<file path="src/rtl/cpu_ctrl_pkg.sv">
// Shared decode definitions: RV32 opcodes, control-word bit positions
// and the RegSrc write-back select encodings.
package cpu_ctrl_pkg;

    localparam logic [6:0] OPC_OP_IMM = 7'b0010011;
    localparam logic [6:0] OPC_OP     = 7'b0110011;
    localparam logic [6:0] OPC_JAL    = 7'b1101111;
    localparam logic [6:0] OPC_JALR   = 7'b1100111;
    localparam logic [6:0] OPC_BRANCH = 7'b1100011;
    localparam logic [6:0] OPC_LOAD   = 7'b0000011;
    localparam logic [6:0] OPC_STORE  = 7'b0100011;
    localparam logic [6:0] OPC_AUIPC  = 7'b0010111;
    localparam logic [6:0] OPC_LUI    = 7'b0110111;

    localparam int CTRL_HIT       = 31;
    localparam int CTRL_REGWRITE  = 18;
    localparam int CTRL_REGSRC_HI = 17;
    localparam int CTRL_REGSRC_LO = 16;
    localparam int CTRL_MEMREAD   = 13;
    localparam int CTRL_MEMWRITE  = 12;
    localparam int CTRL_BLT       = 11;
    localparam int CTRL_JALR      = 10;
    localparam int CTRL_JAL       = 9;
    localparam int CTRL_BEQ       = 8;
    localparam int CTRL_ALUSRC0   = 5;
    localparam int CTRL_ALUSRC    = 4;
    localparam int CTRL_ALUOP     = 0;

    // Write-back source select carried in the RegSrc field
    typedef enum logic [1:0] {
        REGSRC_PC4 = 2'd0,
        REGSRC_MEM = 2'd1,
        REGSRC_ALU = 2'd2
    } regsrc_e;

endpackage

</file>
<file path="src/rtl/decode_ctrl_comb.sv">
// Purely combinational decoder: instruction word and cache-hit flag in,
// control word and register-usage flags out.
module decode_ctrl_comb
    import cpu_ctrl_pkg::*;
#(
    parameter int CTRL_W = 32
) (
    input  logic [31:0]       instr_i,
    input  logic              hit_i,
    output logic [CTRL_W-1:0] ctrl_o,
    output logic              uses_rs1_o,
    output logic              uses_rs2_o
);

    logic [6:0] opcode;
    logic [2:0] funct3;
    logic [6:0] funct7;
    logic       unusedFields;

    assign opcode       = instr_i[6:0];
    assign funct3       = instr_i[14:12];
    assign funct7       = instr_i[31:25];
    assign unusedFields = ^instr_i[24:7];

    // Opcode decode into control bits; unknown opcodes carry only the hit flag
    always_comb begin
        ctrl_o           = '0;
        ctrl_o[CTRL_HIT] = hit_i;
        case (opcode)
            OPC_OP_IMM: begin
                ctrl_o[CTRL_REGWRITE]                 = 1'b1;
                ctrl_o[CTRL_REGSRC_HI:CTRL_REGSRC_LO] = REGSRC_ALU;
                ctrl_o[CTRL_ALUSRC]                   = 1'b1;
            end
            OPC_OP: begin
                ctrl_o[CTRL_REGWRITE]                 = 1'b1;
                ctrl_o[CTRL_REGSRC_HI:CTRL_REGSRC_LO] = REGSRC_ALU;
                ctrl_o[CTRL_ALUOP]                    = (funct7 != 7'd0);
            end
            OPC_JAL, OPC_JALR: begin
                ctrl_o[CTRL_REGWRITE]                 = 1'b1;
                ctrl_o[CTRL_REGSRC_HI:CTRL_REGSRC_LO] = REGSRC_PC4;
                ctrl_o[CTRL_ALUSRC]                   = 1'b1;
                ctrl_o[CTRL_JAL]                      = (opcode == OPC_JAL);
                ctrl_o[CTRL_JALR]                     = (opcode == OPC_JALR);
            end
            OPC_BRANCH: begin
                ctrl_o[CTRL_ALUOP] = 1'b1;
                ctrl_o[CTRL_BEQ]   = (funct3 == 3'd0);
                ctrl_o[CTRL_BLT]   = (funct3 != 3'd0);
            end
            OPC_LOAD: begin
                ctrl_o[CTRL_REGWRITE]                 = 1'b1;
                ctrl_o[CTRL_REGSRC_HI:CTRL_REGSRC_LO] = REGSRC_MEM;
                ctrl_o[CTRL_MEMREAD]                  = 1'b1;
                ctrl_o[CTRL_ALUSRC]                   = 1'b1;
            end
            OPC_STORE: begin
                ctrl_o[CTRL_MEMWRITE] = 1'b1;
                ctrl_o[CTRL_ALUSRC]   = 1'b1;
            end
            OPC_AUIPC: begin
                ctrl_o[CTRL_REGWRITE]                 = 1'b1;
                ctrl_o[CTRL_REGSRC_HI:CTRL_REGSRC_LO] = REGSRC_ALU;
                ctrl_o[CTRL_ALUSRC0]                  = 1'b1;
                ctrl_o[CTRL_ALUSRC]                   = 1'b1;
            end
            OPC_LUI: begin
                ctrl_o[CTRL_REGWRITE]                 = 1'b1;
                ctrl_o[CTRL_REGSRC_HI:CTRL_REGSRC_LO] = REGSRC_ALU;
                ctrl_o[CTRL_ALUSRC]                   = 1'b1;
            end
            default: ;
        endcase
    end

    // Source-register usage flags feeding the load-use interlock
    always_comb begin
        uses_rs1_o = !((opcode == OPC_JAL) || (opcode == OPC_AUIPC) || (opcode == OPC_LUI));
        uses_rs2_o = (opcode == OPC_OP) || (opcode == OPC_BRANCH) || (opcode == OPC_STORE);
    end

endmodule

</file>
<file path="src/rtl/decode_stage.sv">
// Registered ID/EX stage: decode, valid/ready handshake, load-use bubble
// insertion and flush. Optional perf counters under DECODE_PERF_CNT_EN.
module decode_stage
    import cpu_ctrl_pkg::*;
#(
    parameter int XLEN   = 32,
    parameter int CTRL_W = 32,
    parameter int REG_AW = 5
`ifdef DECODE_PERF_CNT_EN
    ,
    parameter int CNT_W  = 32
`endif
) (
    input  logic              clk,
    input  logic              rst,
    input  logic              if_valid,
    output logic              if_ready,
    input  logic [31:0]       if_instr,
    input  logic [XLEN-1:0]   if_pc,
    input  logic              if_hit,
    input  logic              flush,
    input  logic              ex_ready,
    output logic              id_valid,
    output logic [CTRL_W-1:0] id_ctrl,
    output logic [31:0]       id_instr,
    output logic [XLEN-1:0]   id_pc,
    output logic [REG_AW-1:0] id_rs1,
    output logic [REG_AW-1:0] id_rs2,
    output logic [REG_AW-1:0] id_rd,
    output logic              stall_loaduse
`ifdef DECODE_PERF_CNT_EN
    ,
    output logic [CNT_W-1:0]  perf_issued,
    output logic [CNT_W-1:0]  perf_bubbles
`endif
);

    logic              valid_q, valid_d;
    logic [CTRL_W-1:0] ctrl_q, ctrl_d;
    logic [31:0]       instr_q, instr_d;
    logic [XLEN-1:0]   pc_q, pc_d;

    logic [CTRL_W-1:0] decodedCtrl;
    logic              usesRs1, usesRs2;
    logic              advance, accept, bubble;
    logic [REG_AW-1:0] offRs1, offRs2;

    decode_ctrl_comb #(.CTRL_W(CTRL_W)) u_ctrl (
        .instr_i    (if_instr),
        .hit_i      (if_hit),
        .ctrl_o     (decodedCtrl),
        .uses_rs1_o (usesRs1),
        .uses_rs2_o (usesRs2)
    );

    assign id_valid = valid_q;
    assign id_ctrl  = ctrl_q;
    assign id_instr = instr_q;
    assign id_pc    = pc_q;
    assign id_rs1   = REG_AW'(instr_q[19:15]);
    assign id_rs2   = REG_AW'(instr_q[24:20]);
    assign id_rd    = REG_AW'(instr_q[11:7]);
    assign offRs1   = REG_AW'(if_instr[19:15]);
    assign offRs2   = REG_AW'(if_instr[24:20]);

    // Handshake and load-use interlock: a held load whose rd feeds the offered instruction forces one bubble
    always_comb begin
        advance       = ~valid_q | ex_ready;
        stall_loaduse = valid_q & ctrl_q[CTRL_MEMREAD] & (id_rd != '0) & if_valid
                      & ((usesRs1 & (offRs1 == id_rd)) | (usesRs2 & (offRs2 == id_rd)));
        if_ready      = advance & ~stall_loaduse & ~flush;
        accept        = if_valid & if_ready;
        bubble        = advance & stall_loaduse & ~flush;
    end

    // Next-state of the pipeline register: flush beats advance; payload only changes on accept
    always_comb begin
        valid_d = valid_q;
        ctrl_d  = ctrl_q;
        instr_d = instr_q;
        pc_d    = pc_q;
        if (flush) begin
            valid_d = 1'b0;
        end else if (advance) begin
            valid_d = accept;
            if (accept) begin
                ctrl_d  = decodedCtrl;
                instr_d = if_instr;
                pc_d    = if_pc;
            end
        end
    end

    // Pipeline register with synchronous reset
    always_ff @(posedge clk) begin
        if (rst) begin
            valid_q <= 1'b0;
            ctrl_q  <= '0;
            instr_q <= '0;
            pc_q    <= '0;
        end else begin
            valid_q <= valid_d;
            ctrl_q  <= ctrl_d;
            instr_q <= instr_d;
            pc_q    <= pc_d;
        end
    end

`ifdef DECODE_PERF_CNT_EN
    logic [CNT_W-1:0] issued_q, issued_d;
    logic [CNT_W-1:0] bubbles_q, bubbles_d;

    assign perf_issued  = issued_q;
    assign perf_bubbles = bubbles_q;

    // Free-running wrap-around counters of accepts and inserted bubbles
    always_comb begin
        issued_d  = issued_q + CNT_W'(accept);
        bubbles_d = bubbles_q + CNT_W'(bubble);
    end

    // Counter registers with synchronous reset
    always_ff @(posedge clk) begin
        if (rst) begin
            issued_q  <= '0;
            bubbles_q <= '0;
        end else begin
            issued_q  <= issued_d;
            bubbles_q <= bubbles_d;
        end
    end
`else
    logic unusedBubble;
    assign unusedBubble = bubble;
`endif

endmodule

</file>
<file path="config.mk">
export PLATFORM = sky130hd
export DESIGN_NAME = decode_stage
export DESIGN_NICKNAME = d
export VERILOG_FILES = /design/src/rtl/cpu_ctrl_pkg.sv /design/src/rtl/decode_ctrl_comb.sv /design/src/rtl/decode_stage.sv
export SDC_FILE = /design/constraint.sdc
export NUM_CORES = 1
export LEC_CHECK = 0
export ABC_AREA = 1
export BUFFER_PORTS_ARGS = -buffer_cell sky130_fd_sc_hd__buf_2
export CORE_UTILIZATION = 30
export DETAILED_ROUTE_END_ITERATION = 10
export PLACE_DENSITY = 0.66
export REMOVE_ABC_BUFFERS = 1
export SLEW_MARGIN = 20
export SYNTH_ARGS = -nofsm -noshare
export SYNTH_HDL_FRONTEND = slang
export SYNTH_SLANG_ARGS = --single-unit
</file>
<file path="constraint.sdc">
create_clock -name clk -period 2.2 [get_ports clk]
set_input_delay 0.44 -clock clk [delete_from_list [all_inputs] [get_ports clk]]
set_output_delay 0.44 -clock clk [all_outputs]
set_load 0.02 [all_outputs]
</file>
-- Yosys cells after proc, flatten, opt, wreduce, memory -nomap -nowiden
Cells that the tools add are included.
W data, S select, Z words.
- bits in registers: 78
- input bits: 70
- output and inout bits: 114
- word-level logic and storage cells: 52
- equality and inequality tests: 11
- multiplexer cells: 9
- bitwise operators: 14
- reduce and logical (&&, ||, !) cells: 14
- operators by type and width (cell ; count):
    $eq A7 B6 Y1 const B ; 3
    $eq A7 B7 Y1 const B ; 3
    $eq A7 B5 Y1 const B ; 2
    $eq A5 B5 Y1 ; 2
    $and A1 B1 Y1 ; 9
    $pmux W3 S3 ; 1
    $eq A7 B2 Y1 const B ; 1
    $reduce_bool A7 Y1 ; 1
    $reduce_or A7 Y1 ; 1
    $mux W1 ; 6
    $reduce_bool A5 Y1 ; 1
    $logic_or A1 B1 Y1 ; 4
    $reduce_or A2 Y1 ; 2
    $reduce_or A4 Y1 ; 1
    $logic_not A3 Y1 ; 1
    $not A1 Y1 ; 3
    $reduce_and A3 Y1 ; 1
    $reduce_bool A3 Y1 ; 1
    $mux W2 ; 1
    $or A1 B1 Y1 ; 2
    $pmux W1 S2 ; 1
    $logic_not A1 Y1 ; 1

-- Depth between registers and ports, before layout
Gate-level depths: netlist of the first run.
- depth after elaboration: 12
- gate-level depth with buffers: 15
- depth with buffers taken out: 13

-- By module
A second synthesis of the first run with hierarchy kept.
- cells, all modules: 963
- area, all modules: 5666.7 um^2
- by module, submodules not included (module ; instances ; cells each ; area each (um^2) ; seq. area each (um^2)):
    decode_stage ; 1 ; 890 ; 5276.3 ; 1941.9
    decode_ctrl_comb ; 1 ; 73 ; 390.4 ; 0.0

-- Worst setup path after synthesis of the first run
No wires, ideal clock.
- path type: in2out
- start: input port if_instr[3]
- end: output port if_ready
- arrival: 1.503 ns
- required time: 1.760 ns
- setup slack: 0.257 ns
- cell stages on the path: 11
- buffers on the path: 0
- path through: inv_1 > nand2_1 > nor2_1 > inv_1 > nor2_1 > nor2_1 > nand2_1 > nand2_2 > nand2_4 > inv_1 > nor2_1
- longest elaborated chain between the ends: 10
- elaborated cells on any way between the ends: 18
- classes of those cells: 6 x eq/ne; 7 x bitwise; 5 x reduce/logical
- ends and longest elaborated chain (element ; line ; source):
    start, declared ; decode_stage.sv:18 ; input logic [31:0] if_instr,
    $eq A7 B7 Y1 / $eq A7 B5 Y1 (equally long branches) ; decode_ctrl_comb.sv:79 ; uses_rs1_o = !((opcode == OPC_JAL) || (opcode == OPC_AUIPC) || (opcode == OPC_LUI));
    $logic_or A1 B1 Y1 (2 in series) ; decode_ctrl_comb.sv:79 ;
    $logic_not A1 Y1 ; decode_ctrl_comb.sv:79 ;
    $and A1 B1 Y1 ; decode_stage.sv:70 ; & ((usesRs1 & (offRs1 == id_rd)) | (usesRs2 & (offRs2 == id_rd)));
    $or A1 B1 Y1 (*) ; decode_stage.sv:70 ;
    $and A1 B1 Y1 (*) ; decode_stage.sv:70 ;
    named net stall_loaduse ; decode_stage.sv:30 ; output logic stall_loaduse
    $not A1 Y1 (*) ; decode_stage.sv:71 ; if_ready = advance & ~stall_loaduse & ~flush;
    $and A1 B1 Y1 (*) (2 in series) ; decode_stage.sv:71 ;
    end, declared ; decode_stage.sv:17 ; output logic if_ready,
Mark *: on every way through the listed nets, which the timed path passes. The rest lies on a longest branch.

-- Final worst setup path of the first run
- start: input port if_instr[3]
- end: output port if_ready
- longest elaborated chain between the ends: 10
- elaborated cells on any way between the ends: 18
- classes of those cells: 6 x eq/ne; 7 x bitwise; 5 x reduce/logical
- ends and longest elaborated chain (element ; line):
    $eq A7 B7 Y1 / $eq A7 B5 Y1 (equally long branches) ; decode_ctrl_comb.sv:79
    $logic_or A1 B1 Y1 (2 in series) ; decode_ctrl_comb.sv:79
    $logic_not A1 Y1 ; decode_ctrl_comb.sv:79
    $and A1 B1 Y1 ; decode_stage.sv:70
    $or A1 B1 Y1 (*) ; decode_stage.sv:70
    $and A1 B1 Y1 (*) ; decode_stage.sv:70
    $not A1 Y1 (*) ; decode_stage.sv:71
    $and A1 B1 Y1 (*) (2 in series) ; decode_stage.sv:71
Mark *: on every way between the ends. The rest lies on a longest branch, timed or not.

==> flow_summary.ini, run 1 <==
[outcome]
status = complete, no violations

[cts]
clkTransAtPathRegs_ns = 0.06
hold_buffers = 0
cts_tree = done
cts.sinks = 78
htreeDepth = 3
cts_made_buffers = 9
cts_root_buf = clkbuf_16
cts_max_path_buffers = 2
clkLatencyLatePin_ns = 0.34

[cells_and_area]
final_common_cell = nand2_1
area_growth_pct = 28.8
regArea_um2 = 1570
multiInputGateArea_um2 = 1620
final_cell_mix = nand2_1, buf_2, nor2_1
nets = 845
n_antenna_cell = 0
fillCellCount = 1392
layout-drive-gt1-share_pct = 26.7

[power]
p_int_mw = 2.69
powerDensity_nw_per_um2 = 747
p_sw_share_pct = 28.7
power.switching_mw = 1.08
p_leak_nw = 3.04
clockPowerShare_pct = 40.2
p_seq_share_pct = 41.4
peakVddDrop_v = 0.000450
power.total_mw = 3.77
p_comb_share_pct = 18.3

[routing]
drtAntennaViolNets = 0
routed_wl_um = 9260
drt_iter0_markers = 113
dr_total_vias = 3697
firstDrtPassIters = 4
remaining_drc_errors = 0
wire_per_inst_um = 9.72
viasPerCell = 3.88

[worst_setup_path]
slowest_delay_ns = 0.20
crit_path_cell_trace = buf_2 > inv_1 > nand2_1 > nor2_1 > inv_1 > nor2_1 > nor2_1 > nand2_1 > nand2_2 > nand2_4 > inv_2 > nor2_1 > buf_2
crit_top_cell = nor2_1
startpoint_type = input port
crit_path_max_fanout = 5
cp-startpoint = if_instr[3]
crit_path_top_delay_cell = nor2_1
path_class = input port to output port
critPathCaptureType = output port
worstReg2RegStart = id_instr[8]
arrival_ns = 1.60
cp.required_ns = 1.76

[synth]
ys_top_cells_by_area = dfxtp_1, nand2_1, nor2_1
ys_seq_elements = 78
synth-simple-area-share_pct = 38.0
synth_async_sr_flop_share_pct = 0
synth.area.mux_share_pct = 0
syn_area_um2 = 3920
synthFlopType = dfxtp_1
synth_top_family_by_area = simple AND/OR/NAND/NOR gates
synth-seq-area-share_pct = 39.9
avgSynthCellArea_um2 = 6.22
yosys.area.top_type = dfxtp_1
synth_compound_area_share_pct = 1.12
synth-edff-count = 0
synth.distinct_cells = 24
synthAdderAreaFrac_pct = 0
synth_top_area_share_pct = 39.9
yosys_warnings = 0
syn_inst = 629
synth-xor-area-share_pct = 0.447

[global_route]
grt_overflow = 0
antenna_found_initial = 0
first_global_vias = 3064
grt_usage_pct = 13.9
grt_start_max_net_pins = 64
grt_pass1_wl_um = 14400

[floorplan]
die_area_um2 = 13500
start_util_pct = 30.9
dieWidth_um = 116
rows = 41
io_pins = 184
coreArea_um2 = 12700
die-height_um = 116

[min_path]
min_from = rst
hold_class = input port to flop

[placement]
dpl_worst_slack_ns = 0.0933
hpwl_um = 6770
port_buffers = 164
gp_congestion = 0.786

[flow_run]
drv_cap = 0

[timing]
drv_slew = 0
finalSetupViolations = 0
max_freq_mhz = 491
rsz0062_at_grt = no
hold_viol = 0
finalCriticalPeriod_ns = 2.04
fin_ws_ns = 0.162
min_period_over_period_pct = 92.6
fin_skew_ns = 0.00666
==> metal layers <==
| layer | global-route usage (%) | vias to the layer above | part of all wire, % |
|---|---|---|---|
| met1 | 17.3 | 1513 | 47 |
| met3 | 5.92 | 9 | 8.1 |
| met5 | 0 | - | 0 |
| met4 | 5.90 | 0 | 1.3 |
| met2 | 20.9 | 124 | 43 |
| li1 | - | 2051 | - |
==> power by group through the flow <==
stage	Sequential, mW	Clock (mW)	Combinational, mW
4_1_cts	1.56	1.57	0.697
3_5_place_dp	1.59	0	0.692
6_report	1.56	1.52	0.690
3_3_place_gp	1.59	0	0.690
2_1_floorplan	1.73	0	0.293
5_1_grt	1.57	1.62	0.783
==> registers in the layout, indices dropped and copies added, names as in the netlist <==
| name | count |
|---|---|
| id_valid | 1 |
| id_pc | 32 |
| id_ctrl | 13 |
| id_instr | 32 |
==> worst paths after layout <==
check / end / slack [ns] / cells past startpoint
setup / recovery: if_ready / 0.16 / 13
hold / removal: id_ctrl[16] / 0.31 / 2
setup reg to reg: id_pc[4] / 0.46 / 14
hold reg to reg: id_ctrl[16] / 0.48 / 2
==> what timing repair did <==
action	in CTS	in global routing
resized for setup	4	8
pin swaps	0	2
buffers inserted	0	3
setup endpoints to repair	2	2
==> cells by family (layout without fill, tap and decap cells) <==
family | count (synthesis) | count (layout)
buffers and inverters | 163 | 296
AND/OR/NAND/NOR | 377 | 377
other | 1 | 19
flip-flops | 78 | 78
XOR/XNOR | 2 | 2
AO/OA/AOI/OAI | 8 | 8
==> critical path: cells and delay by family <==
kind                   cells  cell delay [ns]
buffers and inverters      5             0.45
AND/OR/NAND/NOR            8             0.70
==> cells in the mapped netlist (4+ instances only) <==
master	number
nand2_1	190
nand4_1	10
buf_6	6
nor3_1	4
clkbuf_1	9
dfxtp_1	78
nand3_1	4
nor2_1	163
buf_2	8
buf_4	36
inv_1	103
a21oi_1	5
==> final cells by class <==
cell class	instances	share of cell area, %
clock buffer	13	5.16
multi-input combinational	406	32.2
timing repair buffer	176	18.6
sequential	78	31.2
clock inverter	3	0.844
tap	172	4.27
inverter	104	7.74
==> metrics by stage <==
stage | TNS, ns | area (µm²) | util, % | instances | hold slack, ns
after floorplan | -15.78 | 3570 | - | 588 | 0.509
after global placement | 0 | 4700 | 37.1 | 933 | 0.463
after detailed placement | 0 | 4700 | 37.1 | 933 | 0.467
after CTS | 0 | 5010 | 39.5 | 949 | 0.281
after global routing | 0 | 5040 | 39.8 | 952 | 0.283
final | 0 | 5040 | 39.8 | 952 | 0.306
(Power assumes the default switching activity.)
==> inputs of run 2 (changes only) <==
Settings changed: ABC_AREA 1 to 0, PLACE_DENSITY 0.66 to 0.65.
Clock period 2.2 ns to 2.6 ns, I/O delays scaled along.
==> flow_summary.ini, run 2 <==
[worst_setup_path]
arrival_ns = 1.98
crit_path_top_delay_cell = or4_4
worstReg2RegStart = id_instr[9]
critPathCaptureType = output port
worst_r2r_path_depth = 6
crit_path_max_fanout = 6
slowest_delay_ns = 0.52
ff2ff_setup_slack_ns = 0.29
startpoint_type = flop
path_class = flop to output port
cp-startpoint = id_instr[9]
crit_path_cell_trace = or4_4 > o21ba_2 > o2111ai_1 > nand2_1 > nor3_1 > buf_2
cp.required_ns = 2.08
worstReg2RegEnd = id_pc[2]

[global_route]
grt_overflow = 0
grt_usage_pct = 13.7
grt_start_max_net_pins = 119
first_global_vias = 3169
grt_pass1_wl_um = 15300
antenna_found_initial = 0

[cells_and_area]
layout-drive-gt1-share_pct = 34.2
final_common_cell = buf_2
nets = 632
final_cell_mix = buf_2, nand2b_1, dfxtp_1
finalNonFillerCells = 739
final_util_pct = 39.7
n_antenna_cell = 0
stdcell_area_um2 = 5110
area_growth_pct = 26.7

[routing]
drtAntennaViolNets = 0
dr_total_vias = 3209
wire_per_inst_um = 12.5
remaining_drc_errors = 0
routed_wl_um = 9240
viasPerCell = 4.34
drt_iter0_markers = 109
firstDrtPassIters = 4

[floorplan]
io_pins = 184
dieWidth_um = 118
rows = 41
die-height_um = 118
coreArea_um2 = 12900
die_area_um2 = 13900
start_util_pct = 31.3

[cts]
htreeDepth = 3
clkTransAtPathRegs_ns = 0.06
post-cts-setup-buffers = 0
clkLatencyLatePin_ns = 0.34
cts_max_path_buffers = 2
cts_tree = done
cts_root_buf = clkbuf_16
cts_made_buffers = 9
hold_buffers = 0
cts.sinks = 78

[synth]
synth_top_area_share_pct = 38.7
yosys-top-cells-count = nand2b_1, dfxtp_1, mux2i_1, buf_4, clkbuf_1
synth-simple-area-share_pct = 27.4
syn_area_um2 = 4030
syn_inst = 421
synthAdderAreaFrac_pct = 0
synth.area.mux_share_pct = 19.5
synth_async_sr_flop_share_pct = 0
yosys_warnings = 0
synth_top_family_by_area = simple AND/OR/NAND/NOR gates
synth-edff-count = 0
synth.most_common_cell = nand2b_1
synth-xor-area-share_pct = 2.17
avgSynthCellArea_um2 = 9.58
synth-seq-area-share_pct = 38.7
yosys.area.top_type = dfxtp_1
synth_compound_area_share_pct = 1.86
synthFlopType = dfxtp_1
ys_top_cells_by_area = dfxtp_1, nand2b_1, mux2i_1
synth.distinct_cells = 32
ys_seq_elements = 78

[timing]
rsz0062_at_grt = no
drv_slew = 0
fin_skew_ns = 0.00460
finalCriticalPeriod_ns = 2.50
hold_ws_ns = 0.438
hold_viol = 0
finalSetupViolations = 0
min_period_over_period_pct = 96.1
max_freq_mhz = 400

[placement]
dpl_cell_area_um2 = 4830
hpwl_um = 6730
gp_congestion = 0.716
dp_cells = 723
port_buffers = 164

[min_path]
hold_class = input port to flop
min_from = if_pc[16]
hold_path_end = id_pc[16]
whs_path_depth = 3

[power]
peakVddDrop_v = 0.000233
p_leak_nw = 2.36
powerDensity_nw_per_um2 = 570

[outcome]
status = complete, no violations

[flow_run]
drv_cap = 0
[run 2: cell count changes after synthesis, moves of 7 or more]
cell | before | now
clkbuf_1 | 9 | 17
nand4_1 | 10 | 1
inv_1 | 103 | 0
mux2i_1 | 0 | 75
nor2_1 | 163 | 9
nand2b_1 | 0 | 141
nand2_1 | 190 | 5
buf_2 | 8 | 1
[run 2: area by class of cell]
type                       count  area, µm²
clock inverter                 4       22.5
sequential                    78       1560
clock buffer                  12        246
multi-input combinational    299       2130
timing repair buffer         174        933
fill                        1324       7770
tap                          172        215
[run 2: where the power goes]
| group | switching, mW | total (mW) | internal, mW |
|---|---|---|---|
| combinational | 0.271 | 0.475 | 0.205 |
| clock | 0.486 | 1.15 | 0.668 |
| sequential | 0.0316 | 1.28 | 1.25 |
[run 2: how the worst max path moves through the flow]
stage,endpoint,slack (ns),cells past startpoint
2_1_floorplan,id_ctrl[17],-0.21,5
3_3_place_gp,id_instr[23],0.22,7
3_5_place_dp,id_instr[18],0.15,7
4_1_cts,if_ready,0.03,6
5_1_grt,if_ready,0.02,6
6_report,if_ready,0.10,6
[run 2: cells by family (layout without fill, tap and decap cells)]
group / count (synthesis) / in the layout
AOI/OAI and AO/OA: 10 / 10
xor gates and xnor gates: 10 / 10
buffers and inverters: 62 / 190
DFF: 78 / 78
muxes: 78 / 78
other: 1 / 19
and+or+nand+nor: 182 / 182
[run 2: what timing repair did]
action                     in CTS  in global routing
setup endpoints to repair       1                  1
hold endpoints to repair        0                  0
resized for setup               1                  1
[run 2: stage by stage]
| step | setup slack, ns | TNS [ns] | power (mW) |
|---|---|---|---|
| final | 0.102 | 0 | 2.91 |
| after floorplan | -0.213 | -3.43 | 1.58 |
| after CTS | 0.0260 | 0 | 2.96 |
| after global routing | 0.0158 | 0 | 3.06 |
| after detailed placement | 0.151 | 0 | 1.79 |
| after global placement | 0.222 | 0 | 1.77 |
[run 2: per-layer routing]
layer / routed length, µm / vias up / track usage [%]
met4: 162 / 0 / 5.77
met5: 0 / - / 0
li1: - / 1609 / -
met2: 4360 / 122 / 22.6
met3: 571 / 12 / 3.54
met1: 4150 / 1466 / 16.9
[run 2: critical path: cells and delay by family (launching register included)]
family          cells  cell delay [ns]
simple gates        3             0.82
compound gates      2             0.29
buf+inv             1             0.19
flops               1             0.35
